[src/rtl/array_bank_if.sv]
// Request/response bundle for array_bank: one write port, two read ports,
// bulk clear control and status.
interface array_bank_if #(
    parameter int DATLEN    = 12,
    parameter int SIZE_LOG2 = 6
);
    logic                 put;
    logic [SIZE_LOG2-1:0] put_index;
    logic [DATLEN-1:0]    put_val;
    logic                 put_err;
    logic                 get_a;
    logic [SIZE_LOG2-1:0] get_a_index;
    logic [DATLEN-1:0]    get_a_val;
    logic                 get_a_valid;
    logic                 get_b;
    logic [SIZE_LOG2-1:0] get_b_index;
    logic [DATLEN-1:0]    get_b_val;
    logic                 get_b_valid;
    logic                 clear;
    logic                 busy;
    logic [SIZE_LOG2:0]   count;

    modport master (
        output put, put_index, put_val,
        output get_a, get_a_index, get_b, get_b_index, clear,
        input  put_err, get_a_val, get_a_valid,
        input  get_b_val, get_b_valid, busy, count
    );

    modport slave (
        input  put, put_index, put_val,
        input  get_a, get_a_index, get_b, get_b_index, clear,
        output put_err, get_a_val, get_a_valid,
        output get_b_val, get_b_valid, busy, count
    );
endinterface

[src/rtl/array_bank.sv]
// Register-file bank with valid bits, two registered read ports,
// one write port and a one-entry-per-cycle bulk clear sweep.
module array_bank #(
    parameter int                DATLEN    = 12,
    parameter int                SIZE      = 64,
    parameter int                SIZE_LOG2 = 6,
    parameter int                BYPASS    = 1,
    parameter logic [DATLEN-1:0] CLEAR_VAL = '0
) (
    input logic         clk,
    input logic         rst,
    array_bank_if.slave bus
);
    typedef enum logic {IDLE, CLEAR} state_t;

    localparam logic [SIZE_LOG2:0]   SIZE_W = (SIZE_LOG2+1)'(SIZE);
    localparam logic [SIZE_LOG2-1:0] LAST   = SIZE_LOG2'(SIZE-1);
    localparam logic [SIZE_LOG2:0]   ONE    = (SIZE_LOG2+1)'(1);

    logic [DATLEN-1:0]    mem [SIZE];
    logic [SIZE-1:0]      vld;
    state_t               state;
    logic [SIZE_LOG2-1:0] ptr;

    logic put_ok, wr, a_ok, b_ok, a_hit, b_hit;

    assign put_ok = {1'b0, bus.put_index} < SIZE_W;
    assign a_ok   = {1'b0, bus.get_a_index} < SIZE_W;
    assign b_ok   = {1'b0, bus.get_b_index} < SIZE_W;
    assign wr     = bus.put && put_ok && (state == IDLE);
    // Same-edge write forwarding only when the new-data policy is selected
    assign a_hit  = (BYPASS != 0) && wr && (bus.put_index == bus.get_a_index);
    assign b_hit  = (BYPASS != 0) && wr && (bus.put_index == bus.get_b_index);

    always_ff @(posedge clk) begin
        if (rst) begin
            for (int i = 0; i < SIZE; i++) mem[i] <= CLEAR_VAL;
            vld             <= '0;
            state           <= IDLE;
            ptr             <= '0;
            bus.count       <= '0;
            bus.busy        <= 1'b0;
            bus.put_err     <= 1'b0;
            bus.get_a_val   <= '0;
            bus.get_a_valid <= 1'b0;
            bus.get_b_val   <= '0;
            bus.get_b_valid <= 1'b0;
        end else begin
            bus.put_err <= bus.put && !(put_ok && (state == IDLE));

            if (bus.get_a) begin
                if (!a_ok) begin
                    bus.get_a_val   <= CLEAR_VAL;
                    bus.get_a_valid <= 1'b0;
                end else if (a_hit) begin
                    bus.get_a_val   <= bus.put_val;
                    bus.get_a_valid <= 1'b1;
                end else begin
                    bus.get_a_val   <= mem[bus.get_a_index];
                    bus.get_a_valid <= vld[bus.get_a_index];
                end
            end

            if (bus.get_b) begin
                if (!b_ok) begin
                    bus.get_b_val   <= CLEAR_VAL;
                    bus.get_b_valid <= 1'b0;
                end else if (b_hit) begin
                    bus.get_b_val   <= bus.put_val;
                    bus.get_b_valid <= 1'b1;
                end else begin
                    bus.get_b_val   <= mem[bus.get_b_index];
                    bus.get_b_valid <= vld[bus.get_b_index];
                end
            end

            unique case (state)
                IDLE: begin
                    if (wr) begin
                        mem[bus.put_index] <= bus.put_val;
                        vld[bus.put_index] <= 1'b1;
                        if (!vld[bus.put_index]) bus.count <= bus.count + ONE;
                    end
                    if (bus.clear) begin
                        state    <= CLEAR;
                        ptr      <= '0;
                        bus.busy <= 1'b1;
                    end
                end
                CLEAR: begin
                    mem[ptr] <= CLEAR_VAL;
                    vld[ptr] <= 1'b0;
                    if (vld[ptr]) bus.count <= bus.count - ONE;
                    ptr <= ptr + 1'b1;
                    if (ptr == LAST) begin
                        state    <= IDLE;
                        bus.busy <= 1'b0;
                    end
                end
                default: state <= IDLE;
            endcase
        end
    end
endmodule

[src/flat_wrapper.sv]
// flat-port wrapper written by rule: the top's interface ports become plain ports
module array_bank_flat 
#(
    parameter int                DATLEN    = 12,
    parameter int                SIZE      = 64,
    parameter int                SIZE_LOG2 = 6,
    parameter int                BYPASS    = 1,
    parameter logic [DATLEN-1:0] CLEAR_VAL = '0
)
  (clk, rst, bus_put, bus_put_index, bus_put_val, bus_get_a, bus_get_a_index, bus_get_b, bus_get_b_index, bus_clear, bus_put_err, bus_get_a_val, bus_get_a_valid, bus_get_b_val, bus_get_b_valid, bus_busy, bus_count);
  array_bank_if #(.DATLEN(DATLEN), .SIZE_LOG2(SIZE_LOG2)) bus_i ();
  input logic clk;
  input logic rst;
  input wire logic [$bits(bus_i.put)-1:0] bus_put;
  input wire logic [$bits(bus_i.put_index)-1:0] bus_put_index;
  input wire logic [$bits(bus_i.put_val)-1:0] bus_put_val;
  input wire logic [$bits(bus_i.get_a)-1:0] bus_get_a;
  input wire logic [$bits(bus_i.get_a_index)-1:0] bus_get_a_index;
  input wire logic [$bits(bus_i.get_b)-1:0] bus_get_b;
  input wire logic [$bits(bus_i.get_b_index)-1:0] bus_get_b_index;
  input wire logic [$bits(bus_i.clear)-1:0] bus_clear;
  output wire logic [$bits(bus_i.put_err)-1:0] bus_put_err;
  output wire logic [$bits(bus_i.get_a_val)-1:0] bus_get_a_val;
  output wire logic [$bits(bus_i.get_a_valid)-1:0] bus_get_a_valid;
  output wire logic [$bits(bus_i.get_b_val)-1:0] bus_get_b_val;
  output wire logic [$bits(bus_i.get_b_valid)-1:0] bus_get_b_valid;
  output wire logic [$bits(bus_i.busy)-1:0] bus_busy;
  output wire logic [$bits(bus_i.count)-1:0] bus_count;
  assign bus_i.put = bus_put;
  assign bus_i.put_index = bus_put_index;
  assign bus_i.put_val = bus_put_val;
  assign bus_i.get_a = bus_get_a;
  assign bus_i.get_a_index = bus_get_a_index;
  assign bus_i.get_b = bus_get_b;
  assign bus_i.get_b_index = bus_get_b_index;
  assign bus_i.clear = bus_clear;
  assign bus_put_err = bus_i.put_err;
  assign bus_get_a_val = bus_i.get_a_val;
  assign bus_get_a_valid = bus_i.get_a_valid;
  assign bus_get_b_val = bus_i.get_b_val;
  assign bus_get_b_valid = bus_i.get_b_valid;
  assign bus_busy = bus_i.busy;
  assign bus_count = bus_i.count;
  array_bank #(.DATLEN(DATLEN), .SIZE(SIZE), .SIZE_LOG2(SIZE_LOG2), .BYPASS(BYPASS), .CLEAR_VAL(CLEAR_VAL)) u_core (.clk(clk), .rst(rst), .bus(bus_i));
endmodule
[config.mk]
export PLATFORM = sky130hd
export DESIGN_NAME = array_bank_flat
export DESIGN_NICKNAME = d
export VERILOG_FILES = /design/src/rtl/array_bank_if.sv /design/src/rtl/array_bank.sv /design/src/flat_wrapper.sv
export SDC_FILE = /design/constraint.sdc
export NUM_CORES = 2
export LEC_CHECK = 0
export BUFFER_PORTS_ARGS = -buffer_cell sky130_fd_sc_hd__buf_2
export CAP_MARGIN = 30
export CORE_MARGIN = 3
export CORE_UTILIZATION = 64
export DETAILED_ROUTE_END_ITERATION = 7
export GPL_TIMING_DRIVEN = 0
export PLACE_DENSITY = 0.81
export SYNTH_ARGS = -nofsm -noshare
export SYNTH_HDL_FRONTEND = slang
export SYNTH_SLANG_ARGS = --single-unit
[constraint.sdc]
create_clock -name clk -period 3 [get_ports clk]
set_clock_uncertainty 0.05 [all_clocks]
set_input_delay 0.15 -clock clk [delete_from_list [all_inputs] [get_ports clk]]
set_output_delay 0.15 -clock clk [all_outputs]
set_load 0.05 [all_outputs]
Word level (Yosys, flattened, before mapping):

Memory sizes are Yosys's and may differ from the RTL's. A register that Yosys moved wholly into a read port is not among the register bits.
Cells that the tools add are included.

* register bits: 108
* RAM bits: 768
* output and inout port bits: 35
* word-level logic and storage cells: 93
* memories: 1

Memory list
* u_core.mem: depth 64, width 12, read ports 2, clocked after memory_dff 2, wr ports 64, RTL line array_bank.sv:20 `logic [DATLEN-1:0] mem [SIZE];`

* $add $sub $neg: 3
* order comparisons: 6
* eq/ne operators: 10
* mux-type cells: 45
* bitwise gates (word level): 6
* reduce and logical (&&, ||, !) cells: 10

Operator list (number)
* 64-bit one-hot mux with 2 select lines: 1
* 64-bit bitwise AND: 1
* 64-bit two-way mux: 1
* 64-bit inverter: 1
* 64-bit OR: 1
* 12-bit two-way mux: 4
* 6-bit by 7-bit < comparator with 1-bit output (second input constant): 4
* 1-bit binary-select mux with 6-bit select: 4
* 6-bit equality test: 4
* 12-bit OR reduction: 2
* 1-bit two-way mux: 23
* 7-bit two-way mux: 3
* 6-bit two-way mux: 3
* 7-bit one-hot mux with 2 select lines: 1
* 1-bit demux with 6-bit select: 2
* 6-bit by 1-bit >= comparator with 1-bit output (second input constant): 2
* 6-bit one-hot mux with 2 select lines: 1
* 2-bit inequality test (second input constant): 4
* 7-bit by 1-bit adder with 7-bit output (second input constant): 1
* 7-bit by 1-bit subtractor with 7-bit output (second input constant): 1
* 6-bit by 1-bit adder with 6-bit output (second input constant): 1
* 6-bit equality test (second input constant): 1
* 1-bit logical AND: 6
* 1-bit one-hot mux with 2 select lines: 2
* 5 further kinds: 6

Logic depth before layout (Yosys ltp):

* depth in word-level cells: 10
* mapped depth: 11

Worst setup path after synthesis:

Ideal clock, no wire load.

* path kind: reg2reg
* start: register u_core.state
* end: memory u_core.mem[33][0], enable pin
* arrival: 2314 ps
* data required time: 2591 ps
* setup slack: 277 ps
* stages on the path, launching flop included: 8
* buffers on the path: 2
* cells stage by stage: dfxtp_1 > buf_2 > nor2_1 > or2_2 > clkbuf_1 > nor3_1 > nand3_1 > nand2b_1

RTL lines
* start: declaration: RTL line array_bank.sv:22 `state_t state;`
* start signal: assignment: RTL line array_bank.sv:39 `state <= IDLE;`
* start signal: assignment: RTL line array_bank.sv:85 `state <= CLEAR;`
* start signal: assignment: RTL line array_bank.sv:96 `state <= IDLE;`
* end: declaration: RTL line array_bank.sv:20

==> results.ini <==
[logic_synthesis]
synth_edf_count = 792
netlist_area_um2 = 47000
ys_seq_area_share_pct = 55.3
synth_nets = 3358
synth_ff_type = edfxtp_1
netlist_instances = 3315
ys_warn_count = 0
synthArstFlopShare_pct = 0
ys_ff_latch = 900
yosys.cell_types.count = 67
syn_area_per_cell_um2 = 14.2

[timing]
worst_pin_slew_ps = 1130
hold_violations = 0
tns_ps = -557
setup_slack_ps = -164
fmax_mhz = 316
relSlewSlack_pct = 24.2
setup_violations = 7
slew_viol_final = 0
fin_crit_sh_pct = 105
rsz0062_at_grt = yes
min_period_ps = 3160

[critical_path]
cp_slowest_cell = clkbuf_1
path_cells = clkbuf_2 > clkbuf_4 > clkbuf_1 > mux4_2 > mux4_2 > a221oi_1 > o22ai_1
start_kind = input pin
cpMostUsedCell = mux4_2
path_class = in2reg
cpPeakStageDelay_ps = 690
cp.arrival_ps = 3640
crit_family = buffers and inverters
worst_setup_path_end_kind = flip-flop
worstPathRequired_ps = 3470
path_buf_inv = 3
crit_path_max_fanout = 10

[pwr]
clockPowerShare_pct = 40.3
p_sw_w = 0.00829
ir_worst_vdd_mv = 0.575
leakagePower_nw = 18.4
power_density_nw_per_um2 = 581
p_sw_share_pct = 26.7
pwr-share-seq_pct = 46.3
p_int_w = 0.0227
power_frac_comb_pct = 13.4

[job]
drv_cap = 0

[finish]
fill_cells = 4330
fin_util_pct = 74.0
multiInputGateArea_um2 = 20200
finalNetCount = 3576
drive_above_1_share_pct = 31.8
regArea_um2 = 25900
syn_to_final_growth_pct = 13.6

[min_path]
hold_class = in2reg

[clocking]
cts_buffers = 95
clk_latency_ps = 690
clk_pin_slew_ps = 60
cts_max_level = 3
cts.sinks = 900
root_buffer = clkbuf_16
clockBufferDepth = 3
cts_tree = built

[floorplanning]
rows = 98
initial_core_util_pct = 65.1
ios = 71
core_um2 = 72100
dieArea_um2 = 76700
die-width_um = 277
die_h_um = 277

[status]
outcome = complete, but fails checks
violations = negative setup slack

[detailed_routing]
wl_per_cell_um = 39.9
dr.pass1.iters = 6
vias = 35700
drtIter0Drc = 7096
vias_per_cell = 7.81
postRouteWirelength_um = 183000
ant_nets = 0
drc = 0

[grt]
grt_max_degree = 20
first_global_vias = 35000
globalRouteTotalUtil_pct = 47.6
grt_antenna_before_repair = 13
grt_pass1_wl_um = 255000
overflow = 0

[placement]
portBuffers = 59
gp_congestion = 1.06
dpl.hpwl_um = 133000

==> power by group through the flow <==
stage               combinational (W)  sequential [W]  clock [W]
CTS                           0.00388          0.0143     0.0123
global placement              0.00365          0.0145          0
global route                  0.00415          0.0144     0.0129
detailed placement            0.00377          0.0146          0
floorplan                     0.00224          0.0145          0
finish                        0.00416          0.0144     0.0125
==> kinds of logic (layout without fill, tap and decap cells) <==
family	count (synthesis)	in the layout	synth area share, %
muxes	587	587	26.9
other	0	13	0
xor gates and xnor gates	17	17	0.317
buffers and inverters	337	635	2.92
AOI/OAI and AO/OA	287	287	3.97
DFF	900	900	55.3
adders and majority gates	7	7	0.203
and+or+nand+nor	1180	1181	10.5
==> tightest hold or removal path, cell delays in order <==
cell	delay, ps
buf_2	140
nand2_1	120
nor2_1	130
a21oi_1	150
a211oi_1	60
==> routing by layer <==
layer | vias up | GRT usage, % | routed length (um)
li1 | 13300 | - | -
met1 | 17700 | 61.0 | 57100
met2 | 3937 | 67.8 | 78300
met3 | 832 | 19.2 | 31300
met4 | 6 | 31.4 | 15800
met5 | - | 0 | 36
==> sequential cells by signal, summed over array words and instances (netlist names), named ones only <==
| name | cells |
|---|---|
| u_core.mem | 768 |
| u_core.vld | 64 |
| u_core.bus.count | 7 |
| u_core.ptr | 6 |
| u_core.bus.busy | 1 |
| u_core.bus.get_a_valid | 1 |
| u_core.bus.get_b_valid | 1 |
| u_core.bus.put_err | 1 |
| u_core.state | 1 |
==> Yosys cell counts (28+ instances only) <==
library cell | number | area [um^2]
edfxtp_1 | 792 | 23800
o21ai_0 | 56 | 280
nor2_1 | 835 | 3130
dfxtp_1 | 108 | 2160
a21oi_1 | 86 | 430
clkbuf_1 | 251 | 942
nand2_1 | 131 | 492
buf_2 | 52 | 260
mux2_2 | 37 | 417
nand3_1 | 28 | 140
o22ai_1 | 31 | 194
nand2b_1 | 100 | 626
mux4_2 | 535 | 12000
nor3_1 | 29 | 145
==> layout by cell type (no fill, tap or decap), types with 8 or more instances in the layout <==
master / Yosys / final
mux4_2: 535 / 535
buf_8: 0 / 17
nand2_2: 0 / 9
buf_2: 52 / 101
and2_1: 10 / 10
inv_1: 9 / 8
nand2b_4: 0 / 18
nand2b_1: 100 / 35
dfxtp_1: 108 / 107
clkbuf_2: 0 / 128
a221oi_1: 26 / 18
xnor2_1: 10 / 10
nor3_1: 29 / 19
nor2b_1: 17 / 17
a22o_1: 27 / 27
dlygate4sd3_1: 0 / 19
nand3_1: 28 / 24
nand2b_2: 0 / 48
mux2_2: 37 / 37
bufinv_16: 0 / 13
mux2i_1: 14 / 14
buf_6: 1 / 10
clkinv_2: 0 / 18
clkbuf_16: 0 / 97
clkbuf_4: 0 / 16
buf_4: 9 / 26
nor2_1: 835 / 828
a21oi_1: 86 / 79
diode_2: 0 / 13
clkinv_1: 1 / 21
clkbuf_1: 251 / 129
a221oi_2: 0 / 8
buf_1: 14 / 10
nand2_1: 131 / 120
o22ai_1: 31 / 29
edfxtp_1: 792 / 792
o21ai_0: 56 / 55
a311oi_1: 8 / 8
==> metrics by stage <==
step           total power, W  instances  setup slack [ps]  hold slack, ps  area, um^2
6_report               0.0310       4577              -164            80.6       53300
5_1_grt                0.0314       4567             -64.0            98.3       53300
4_1_cts                0.0305       4551              4.53            25.1       52800
3_5_place_dp           0.0184       4353             -1620             318       48900
3_3_place_gp           0.0182       4324             -2360             317       48400
2_1_floorplan          0.0167       3315               277             199       47000
==> area by class of cell <==
cell class / count / area share [%]
clock inverter: 62 / 1.35
antenna: 13 / 0.0610
sequential: 900 / 48.6
clock buffer: 116 / 4.74
inverter: 10 / 0.0868
multi-input combinational: 2079 / 38.0
tap: 950 / 2.23
timing repair buffer: 123 / 2.02
buffer: 324 / 2.92
==> final timing paths <==
kind / from / endpoint / slack, ps / depth (start not counted)
min reg2reg: u_core.bus.get_b_valid$_SDFFE_PP0P_ / u_core.bus.get_b_valid$_SDFFE_PP0P_ / 440 / 2
max reg2reg: u_core.state$_SDFF_PP0_ / u_core.mem[16][4]$_SDFFCE_PN0P_ / 20 / 10
min: bus_put_index[4] / u_core.vld[55]$_SDFFE_PP0P_ / 80 / 5
max: bus_get_a_index[1] / flip-flop / -160 / 7
==> what timing repair did <==
action                                  CTS  global route
gates resized for setup                 208           186
hold buffers                             19             0
pin swaps                                 2             5
setup endpoints to repair              1574          1079
endpoints found under the hold margin    65             0
setup buffers                             2             7
gates cloned                              0             1
No activity file was read; power rests on OpenSTA's default activity.
